## src/rtl/instr_encoder.sv

```systemverilog
// instr_encoder: builds RV32I instruction words from decoded fields, checks
// immediate range/alignment, and streams accepted words with their byte
// address through a single-entry valid/ready output register.
module instr_encoder #(
    parameter int          ADDR_W    = 6,
    parameter logic [31:0] BASE_ADDR = 32'h0000_0000
) (
    input  logic              clk,
    input  logic              reset,
    input  logic              clear,
    input  logic              in_valid,
    output logic              in_ready,
    input  logic [2:0]        fmt,
    input  logic [4:0]        rd,
    input  logic [4:0]        rs1,
    input  logic [4:0]        rs2,
    input  logic [2:0]        funct3,
    input  logic [6:0]        funct7,
    input  logic [31:0]       imm,
    output logic              out_valid,
    input  logic              out_ready,
    output logic [31:0]       out_data,
    output logic [31:0]       out_addr,
    output logic [ADDR_W:0]   word_count,
    output logic              err,
    output logic [1:0]        err_code,
    output logic [7:0]        err_count
);

    localparam logic [6:0] OP_R      = 7'b0110011;
    localparam logic [6:0] OP_I      = 7'b0010011;
    localparam logic [6:0] OP_LOAD   = 7'b0000011;
    localparam logic [6:0] OP_STORE  = 7'b0100011;
    localparam logic [6:0] OP_BRANCH = 7'b1100011;
    localparam logic [6:0] OP_JAL    = 7'b1101111;
    localparam logic [6:0] OP_JALR   = 7'b1100111;

    localparam logic [2:0] FMT_R      = 3'd0;
    localparam logic [2:0] FMT_I      = 3'd1;
    localparam logic [2:0] FMT_LOAD   = 3'd2;
    localparam logic [2:0] FMT_STORE  = 3'd3;
    localparam logic [2:0] FMT_BRANCH = 3'd4;
    localparam logic [2:0] FMT_JAL    = 3'd5;
    localparam logic [2:0] FMT_JALR   = 3'd6;

    localparam logic [1:0] ERR_NONE    = 2'd0;
    localparam logic [1:0] ERR_RANGE   = 2'd1;
    localparam logic [1:0] ERR_ALIGN   = 2'd2;
    localparam logic [1:0] ERR_ILLEGAL = 2'd3;

    localparam logic [ADDR_W:0]   CNT_MAX = {1'b1, {ADDR_W{1'b0}}};
    localparam logic [ADDR_W-1:0] IDX_ONE = ADDR_W'(1);

    // Inclusive signed window test for the immediate.
    function automatic logic in_window(input logic signed [31:0] v,
                                       input logic signed [31:0] lo,
                                       input logic signed [31:0] hi);
        return (v >= lo) && (v <= hi);
    endfunction

    // Saturating increment of the emitted-word counter.
    function automatic logic [ADDR_W:0] sat_inc_cnt(input logic [ADDR_W:0] v);
        return (v == CNT_MAX) ? v : v + (ADDR_W+1)'(1);
    endfunction

    // Saturating increment of the rejected-request counter.
    function automatic logic [7:0] sat_inc_err(input logic [7:0] v);
        return (v == 8'hFF) ? v : v + 8'd1;
    endfunction

    logic signed [31:0] imm_p0;
    logic [31:0]        enc_p0;
    logic [1:0]         code_p0;
    logic [31:0]        data_p1;
    logic               vld_p1;
    logic [ADDR_W-1:0]  word_idx;
    logic               accept;
    logic               fire;

    assign imm_p0 = imm;

    // Scatter the fields into the word layout selected by fmt.
    always_comb begin
        enc_p0 = 32'h0;
        case (fmt)
            FMT_R:      enc_p0 = {funct7, rs2, rs1, funct3, rd, OP_R};
            FMT_I:      enc_p0 = {imm[11:0], rs1, funct3, rd, OP_I};
            FMT_LOAD:   enc_p0 = {imm[11:0], rs1, funct3, rd, OP_LOAD};
            FMT_STORE:  enc_p0 = {imm[11:5], rs2, rs1, funct3, imm[4:0], OP_STORE};
            FMT_BRANCH: enc_p0 = {imm[12], imm[10:5], rs2, rs1, funct3,
                                  imm[4:1], imm[11], OP_BRANCH};
            FMT_JAL:    enc_p0 = {imm[20], imm[10:1], imm[11], imm[19:12], rd, OP_JAL};
            FMT_JALR:   enc_p0 = {imm[11:0], rs1, 3'b000, rd, OP_JALR};
            default:    enc_p0 = 32'h0;
        endcase
    end

    // Classify the request; a range failure outranks misalignment.
    always_comb begin
        code_p0 = ERR_NONE;
        case (fmt)
            FMT_R: code_p0 = ERR_NONE;
            FMT_I, FMT_LOAD, FMT_STORE, FMT_JALR: begin
                if (!in_window(imm_p0, -32'sd2048, 32'sd2047))
                    code_p0 = ERR_RANGE;
            end
            FMT_BRANCH: begin
                if (!in_window(imm_p0, -32'sd4096, 32'sd4094))
                    code_p0 = ERR_RANGE;
                else if (imm[0])
                    code_p0 = ERR_ALIGN;
            end
            FMT_JAL: begin
                if (!in_window(imm_p0, -32'sd1048576, 32'sd1048574))
                    code_p0 = ERR_RANGE;
                else if (imm[0])
                    code_p0 = ERR_ALIGN;
            end
            default: code_p0 = ERR_ILLEGAL;
        endcase
    end

    assign in_ready = !vld_p1 || out_ready;
    assign accept   = in_valid && in_ready;
    assign fire     = vld_p1 && out_ready;

    // ---- stage p1: output register, address/count and error bookkeeping ----
    // Output register, word index, counters and error state.
    always_ff @(posedge clk or posedge reset) begin
        if (reset) begin
            vld_p1     <= 1'b0;
            data_p1    <= 32'h0;
            word_idx   <= '0;
            word_count <= '0;
            err        <= 1'b0;
            err_code   <= ERR_NONE;
            err_count  <= 8'h0;
        end else if (clear) begin
            vld_p1     <= 1'b0;
            data_p1    <= 32'h0;
            word_idx   <= '0;
            word_count <= '0;
            err        <= 1'b0;
            err_code   <= ERR_NONE;
            err_count  <= 8'h0;
        end else begin
            if (fire) begin
                word_idx   <= word_idx + IDX_ONE;
                word_count <= sat_inc_cnt(word_count);
            end
            if (accept && (code_p0 == ERR_NONE)) begin
                vld_p1  <= 1'b1;
                data_p1 <= enc_p0;
            end else if (fire) begin
                vld_p1 <= 1'b0;
            end
            if (accept && (code_p0 != ERR_NONE)) begin
                err       <= 1'b1;
                err_code  <= code_p0;
                err_count <= sat_inc_err(err_count);
            end
        end
    end

    assign out_valid = vld_p1;
    assign out_data  = data_p1;
    assign out_addr  = BASE_ADDR + {{(30-ADDR_W){1'b0}}, word_idx, 2'b00};

endmodule

```

## config.mk

```make
export PLATFORM = sky130hd
export DESIGN_NAME = instr_encoder
export DESIGN_NICKNAME = d
export VERILOG_FILES = /design/src/rtl/instr_encoder.sv
export SDC_FILE = /design/constraint.sdc
export NUM_CORES = 1
export LEC_CHECK = 0
export ABC_AREA = 1
export ABC_CLOCK_PERIOD_IN_PS = 1600
export CELL_PAD_IN_SITES_DETAIL_PLACEMENT = 0
export CELL_PAD_IN_SITES_GLOBAL_PLACEMENT = 1
export CORE_ASPECT_RATIO = 0.9
export CORE_MARGIN = 3
export CORE_UTILIZATION = 27
export DETAILED_ROUTE_END_ITERATION = 8
export PLACE_DENSITY = 0.87
export RECOVER_POWER = 25
export SLEW_MARGIN = 20
export SYNTH_ARGS = -nofsm -noshare
export SYNTH_HDL_FRONTEND = slang
export SYNTH_SLANG_ARGS = --single-unit
```

## constraint.sdc

```tcl
create_clock -name clk -period 1.6 [get_ports clk]
set_clock_uncertainty 0.1 [all_clocks]
set_input_delay 0.32 -clock clk [delete_from_list [all_inputs] [get_ports clk]]
set_output_delay 0.32 -clock clk [all_outputs]
set_load 0.05 [all_outputs]
```

* Word level (Yosys, flattened, before mapping)
Index checks and enable logic that the tools add are counted.
** Storage, ports and cells
- Register bits after elaboration :: 57
- Input port bits :: 65
- Output and inout port bits :: 84
** Cells by class
- Equality and inequality tests :: 10
- Add/sub/neg operators :: 3
- Muxes and demuxes :: 23
- Order comparisons :: 6
- Reduce and logical (&&, ||, !) cells :: 19
** Operator list (number)
- 32-bit one-hot mux with 7 select lines :: 1
- 32-bit two-way mux :: 2
- 32-bit by 12-bit greater-or-equal comparator with 1-bit output (second input constant) :: 1
- 32-bit by 13-bit greater-or-equal comparator with 1-bit output (second input constant) :: 1
- 32-bit by 21-bit greater-or-equal comparator with 1-bit output (second input constant) :: 1
- 32-bit by 12-bit less-or-equal comparator with 1-bit output (second input constant) :: 1
- 32-bit by 13-bit less-or-equal comparator with 1-bit output (second input constant) :: 1
- 32-bit by 21-bit less-or-equal comparator with 1-bit output (second input constant) :: 1
- 8-bit two-way mux :: 3
- 7-bit two-way mux :: 3
- 6-bit two-way mux :: 2
- 2-bit two-way mux :: 5
- 3-bit == test (second input constant) :: 3
- 8-bit by 1-bit adder with 8-bit output (second input constant) :: 1
- 8-bit == test (second input constant) :: 1
- 2-bit one-hot mux with 4 select lines :: 1
- 2-bit nonzero test :: 4
- 7-bit by 1-bit adder with 7-bit output (second input constant) :: 1
- 7-bit == test (second input constant) :: 1
- 1-bit logical AND :: 7
- 6-bit by 1-bit adder with 6-bit output (second input constant) :: 1
- 3-bit by 2-bit == test with 1-bit output (second input constant) :: 2
- 1-bit two-way mux :: 6
- 2-bit inequality test (second input constant) :: 2
- 8 further kinds :: 9

* Depth between registers and ports, before layout
- Word-level depth :: 8
- Mapped depth :: 16
- Depth with buffers taken out :: 16

* Worst setup path after synthesis
Ideal clock, no wire load.
- Kind :: register to register
- Start point :: register word_count[0]
- End point :: register word_count[6]
- Period minus slack after synthesis :: 1.905 ns
- Path buffers :: 0
- Cell stages (with the launch flop) :: 9
- Data arrival time :: 1.681 ns
- Required time :: 1.376 ns
- Setup slack :: -0.305 ns
- Cell sequence :: dfrtp_1 inv_1 ha_1 nand3_1 o21ai_1 nor4_1 nand2_1 o21ai_1 a21oi_1
** Between the ends
- Cells in the longest elaborated chain, start to end :: 4
** RTL lines
- start: declaration :: RTL line 24 : output logic [ADDR_W:0] word_count,
- start signal: assignment :: RTL line 149 : word_count <= sat_inc_cnt(word_count);
- 7-bit by 1-bit adder with 7-bit output :: RTL line 63 : return (v == CNT_MAX) ? v : v + (ADDR_W+1)'(1);
- 7-bit two-way mux :: RTL line 63
- 7-bit two-way mux :: RTL line 147 : if (fire) begin
- 7-bit two-way mux :: RTL line 138 : end else if (clear) begin
Parallel ways exist; a longest one is shown, timed or not. The select of a mux whose other input is x is not followed.
A chain may end at the register's enable or synchronous reset.

* Final worst setup path
- Start point :: input imm[27]
- End point :: register err_count[6]
** Between the ends
- Cells in the longest elaborated chain, start to end :: 8
** RTL lines
- start: declaration :: RTL line 19 : input logic [31:0] imm,
- 32-bit by 21-bit greater-or-equal comparator with 1-bit output (tied with other cells) :: RTL line 58 : return (v >= lo) && (v <= hi);
- 1-bit logical AND :: RTL line 58
- 2-bit two-way mux (tied with other cells) :: RTL line 114 : if (!in_window(imm_p0, -32'sd1048576, 32'sd1048574))
- 2-bit one-hot mux with 4 select lines * :: RTL line 101 : case (fmt)
- 2-bit nonzero test * :: RTL line 157 : if (accept && (code_p0 != ERR_NONE)) begin
- 1-bit logical AND * :: RTL line 157
- 2-bit nonzero test (no source line) *
- 2-bit AND reduction (no source line) *
- end signal: assignment :: RTL line 160 : err_count <= sat_inc_err(err_count);
- end: declaration :: RTL line 27 : output logic [7:0] err_count
Mark *: on every way between the ends. The rest lies on a longest branch, timed or not.

==> flow_metrics.env <==
export IMPL_io_pins=149
export IMPL_postRouteAntennaNets=0
export IMPL_worstSetupPathType="in2reg"
export IMPL_clockBufferDepth=2
export IMPL_final_setup_worst_slack_ns=-0.1772
export IMPL_synth_largest_area_cell="dfrtp_1"
export IMPL_synth_area_top_cells="dfrtp_1, nand2_1, nand3_1, nor2_1, inv_1"
export IMPL_arrival_ns=1.86
export IMPL_clock_sinks=56
export IMPL_endpoint_kind="flop"
export IMPL_ir_drop_uv=416.8
export IMPL_yosysMostFrequentCell="nand2_1"
export IMPL_grt_pass1_vias=4156
export IMPL_grt_pass1_wl_um=20040
export IMPL_maxCapViolations=0
export IMPL_yosysTopAreaCellShare=0.3784
export IMPL_vias=4236
export IMPL_grt_setup_unrepaired="yes"
export IMPL_viasPerCell=4.624
export IMPL_clock_fmax_mhz=562.7
export IMPL_synth_edf_count=0
export IMPL_use_met3=0.02269
export IMPL_remaining_drc_errors=0
export IMPL_dp_slack_ns=-1.036
export IMPL_start_util=0.2843
export IMPL_htreeDepth=2
export IMPL_nets=819
export IMPL_antenna_found_initial=1
export IMPL_cts_tree="done"
export IMPL_hold_slack_ns=0.2738
export IMPL_critPathLaunchType="input port"
export IMPL_core_area_mm2=0.01303
export IMPL_finalSetupViolations=43
export IMPL_portBuffers=122
export IMPL_die_w_um=129.5
export IMPL_slew_headroom=0.4701
export IMPL_drive_above_1_share=0.4527
export IMPL_die_y_um=117.1
export IMPL_hpwl_um=9727
export IMPL_final_util=0.5353
export IMPL_period_minus_slack_ns=1.777
export IMPL_grt_usage=0.1621
export IMPL_overflow=0
export IMPL_place_congestion=0.8813
export IMPL_ys_seq_area_frac=0.3784
export IMPL_grt_use_met1=0.2051
export IMPL_busiest_layer="met2"
export IMPL_cts_buffers=5
export IMPL_rows=39
export IMPL_synth_cells=549
export IMPL_wire_per_inst_um=14.06
export IMPL_setup_tns_ns=-6.229
export IMPL_met2_usage=0.2863
export IMPL_synth_common_cells="nand2_1, nand3_1, nor2_1"
export IMPL_grt_max_degree=57
export IMPL_status="complete, but fails checks"
export IMPL_maxSlewViolCount=0
export IMPL_leakagePower_uw=0.003356
export IMPL_crit_fanout=6
export IMPL_total_power_uw=4267
export IMPL_fin_crit_sh=1.111
export IMPL_syn_to_final_growth_pct=88.31
export IMPL_yosysWarnings=0
export IMPL_syn_avg_cell_area_um2=6.746
export IMPL_violations="setup timing"
export IMPL_synth_area_mm2=0.003704
export IMPL_drt_iter0_drc=258
export IMPL_cts_root_buf="clkbuf_16"
export IMPL_p_per_area_mw_per_mm2=611.8
export IMPL_synth_main_ff_cell="dfrtp_1"
export IMPL_clock_latency_ns=0.29
export IMPL_hp_class="in2reg"
export IMPL_cts_clk_slew_worst_paths_ns=0.07
export IMPL_required_ns=1.69
export IMPL_synthDistinctLibCells=32
export IMPL_dieArea_mm2=0.01516
export IMPL_hold_viol=0
export IMPL_synth_seq_cells=56
export IMPL_wl_um=12880
export IMPL_drt_first_pass_iters=5
export IMPL_r2r_setup_slack_ns=0
export IMPL_synthArstFlopShare=1.000
export IMPL_tightestPinTransition_ns=0.7949
export IMPL_ctsHoldBuffers=0
[cell type report]
cell class,instances,area [µm²]
Fill cell,1177,6055
Timing Repair Buffer,208,2514
Multi-Input combinational cell,415,2405
Sequential cell,56,1415
Inverter,64,279.0
Tap cell,164,205.2
Clock buffer,6,138.9
Clock inverter,2,15.01
Antenna cell,1,2.502
[critical path, cell delays in order]
cell,delay (ns)
buf_6,0.10
inv_4,0.05
nand2_2,0.05
nor2_2,0.11
nand2_1,0.09
nor2_2,0.11
nand2_1,0.08
nand3_2,0.10
nand2_2,0.06
nand2_2,0.06
nand2_2,0.06
nor2_4,0.13
buf_6,0.13
nand2_8,0.06
nand3_4,0.12
nand2_4,0.10
nand2_2,0.10
nand2_2,0.04
[per-layer routing]
layer  part of all wire  up-vias
li1                   -     2101
met1               0.42     1982
met2               0.51      128
met3              0.048       25
met4              0.025        0
met5                  0        -
[layout by cell type, fill, tap and decap left out, types with 3 or more instances in the layout]
| master | Yosys | routed |
|---|---|---|
| a21oi_2 | 0 | 4 |
| buf_6 | 2 | 28 |
| inv_1 | 57 | 37 |
| a21oi_1 | 12 | 8 |
| o21ai_0 | 36 | 32 |
| dfrtp_2 | 0 | 11 |
| nand3_4 | 1 | 4 |
| nor3_1 | 8 | 5 |
| nand3_2 | 2 | 20 |
| nor2_4 | 1 | 7 |
| nand3_1 | 69 | 49 |
| o21ai_1 | 3 | 5 |
| nand2_2 | 3 | 41 |
| inv_4 | 0 | 4 |
| xor2_1 | 4 | 4 |
| clkdlybuf4s50_1 | 0 | 26 |
| nand4_1 | 7 | 7 |
| nor3_2 | 2 | 4 |
| nand2_1 | 165 | 114 |
| clkbuf_16 | 0 | 5 |
| buf_4 | 27 | 82 |
| dlygate4sd2_1 | 0 | 5 |
| inv_2 | 7 | 19 |
| clkinvlp_4 | 0 | 3 |
| nand2_4 | 0 | 12 |
| nor2_1 | 63 | 42 |
| buf_12 | 0 | 61 |
| conb_1 | 1 | 26 |
| nor2_2 | 1 | 16 |
| dfrtp_1 | 56 | 45 |
[registers in the layout (all words and copies together) (netlist names)]
register,flops
out_data,31
word_idx,6
err_count,8
err_code,2
out_valid,1
err,1
word_count,7
[timing repair]
item                       CTS  global route
gates cloned                 2             0
resized for setup          166           163
setup endpoints to repair   47            52
pin swaps                   52            74
hold endpoints to repair     0             0
buffers inserted             5            10
[final timing paths]
path / endpoint / startpoint / depth (start not counted)
max: err_count[6]$_DFFE_PP0P_ / imm[27] / 18
max in group asynchronous: err_count[1]$_DFFE_PP0P_ / reset / 3
max reg2reg: err_count[6]$_DFFE_PP0P_ / err_count[0]$_DFFE_PP0P_ / 8
min in group asynchronous: word_idx[3]$_DFFE_PP0P_ / reset / 3
min: out_data[27]$_DFFE_PP0P_ / imm[7] / 5
min reg2reg: word_idx[5]$_DFFE_PP0P_ / word_idx[5]$_DFFE_PP0P_ / 1
[through the flow]
step                      cells  instance area [µm²]
after floorplan             574                 3920
after global placement      891                 6202
after detailed placement    891                 6202
after CTS                   906                 6606
after global routing        916                 6974
final                       916                 6974
[kinds of logic after synthesis]
kind of cell / synth area share
and+or+nand+nor: 0.3814
buffers and inverters: 0.1378
DFF: 0.3784
AOI/OAI and AO/OA: 0.07601
xor gates and xnor gates: 0.01182
adders and majority gates: 0.01351
other: 0.001013
[where the power goes]
group | internal (µW) | switching, µW | total (µW)
clock | 625 | 522 | 1150
sequential | 1470 | 70.0 | 1540
combinational | 689 | 886 | 1580
total | 2790 | 1480 | 4270
Note: power is estimated with default switching activity, not from simulation.
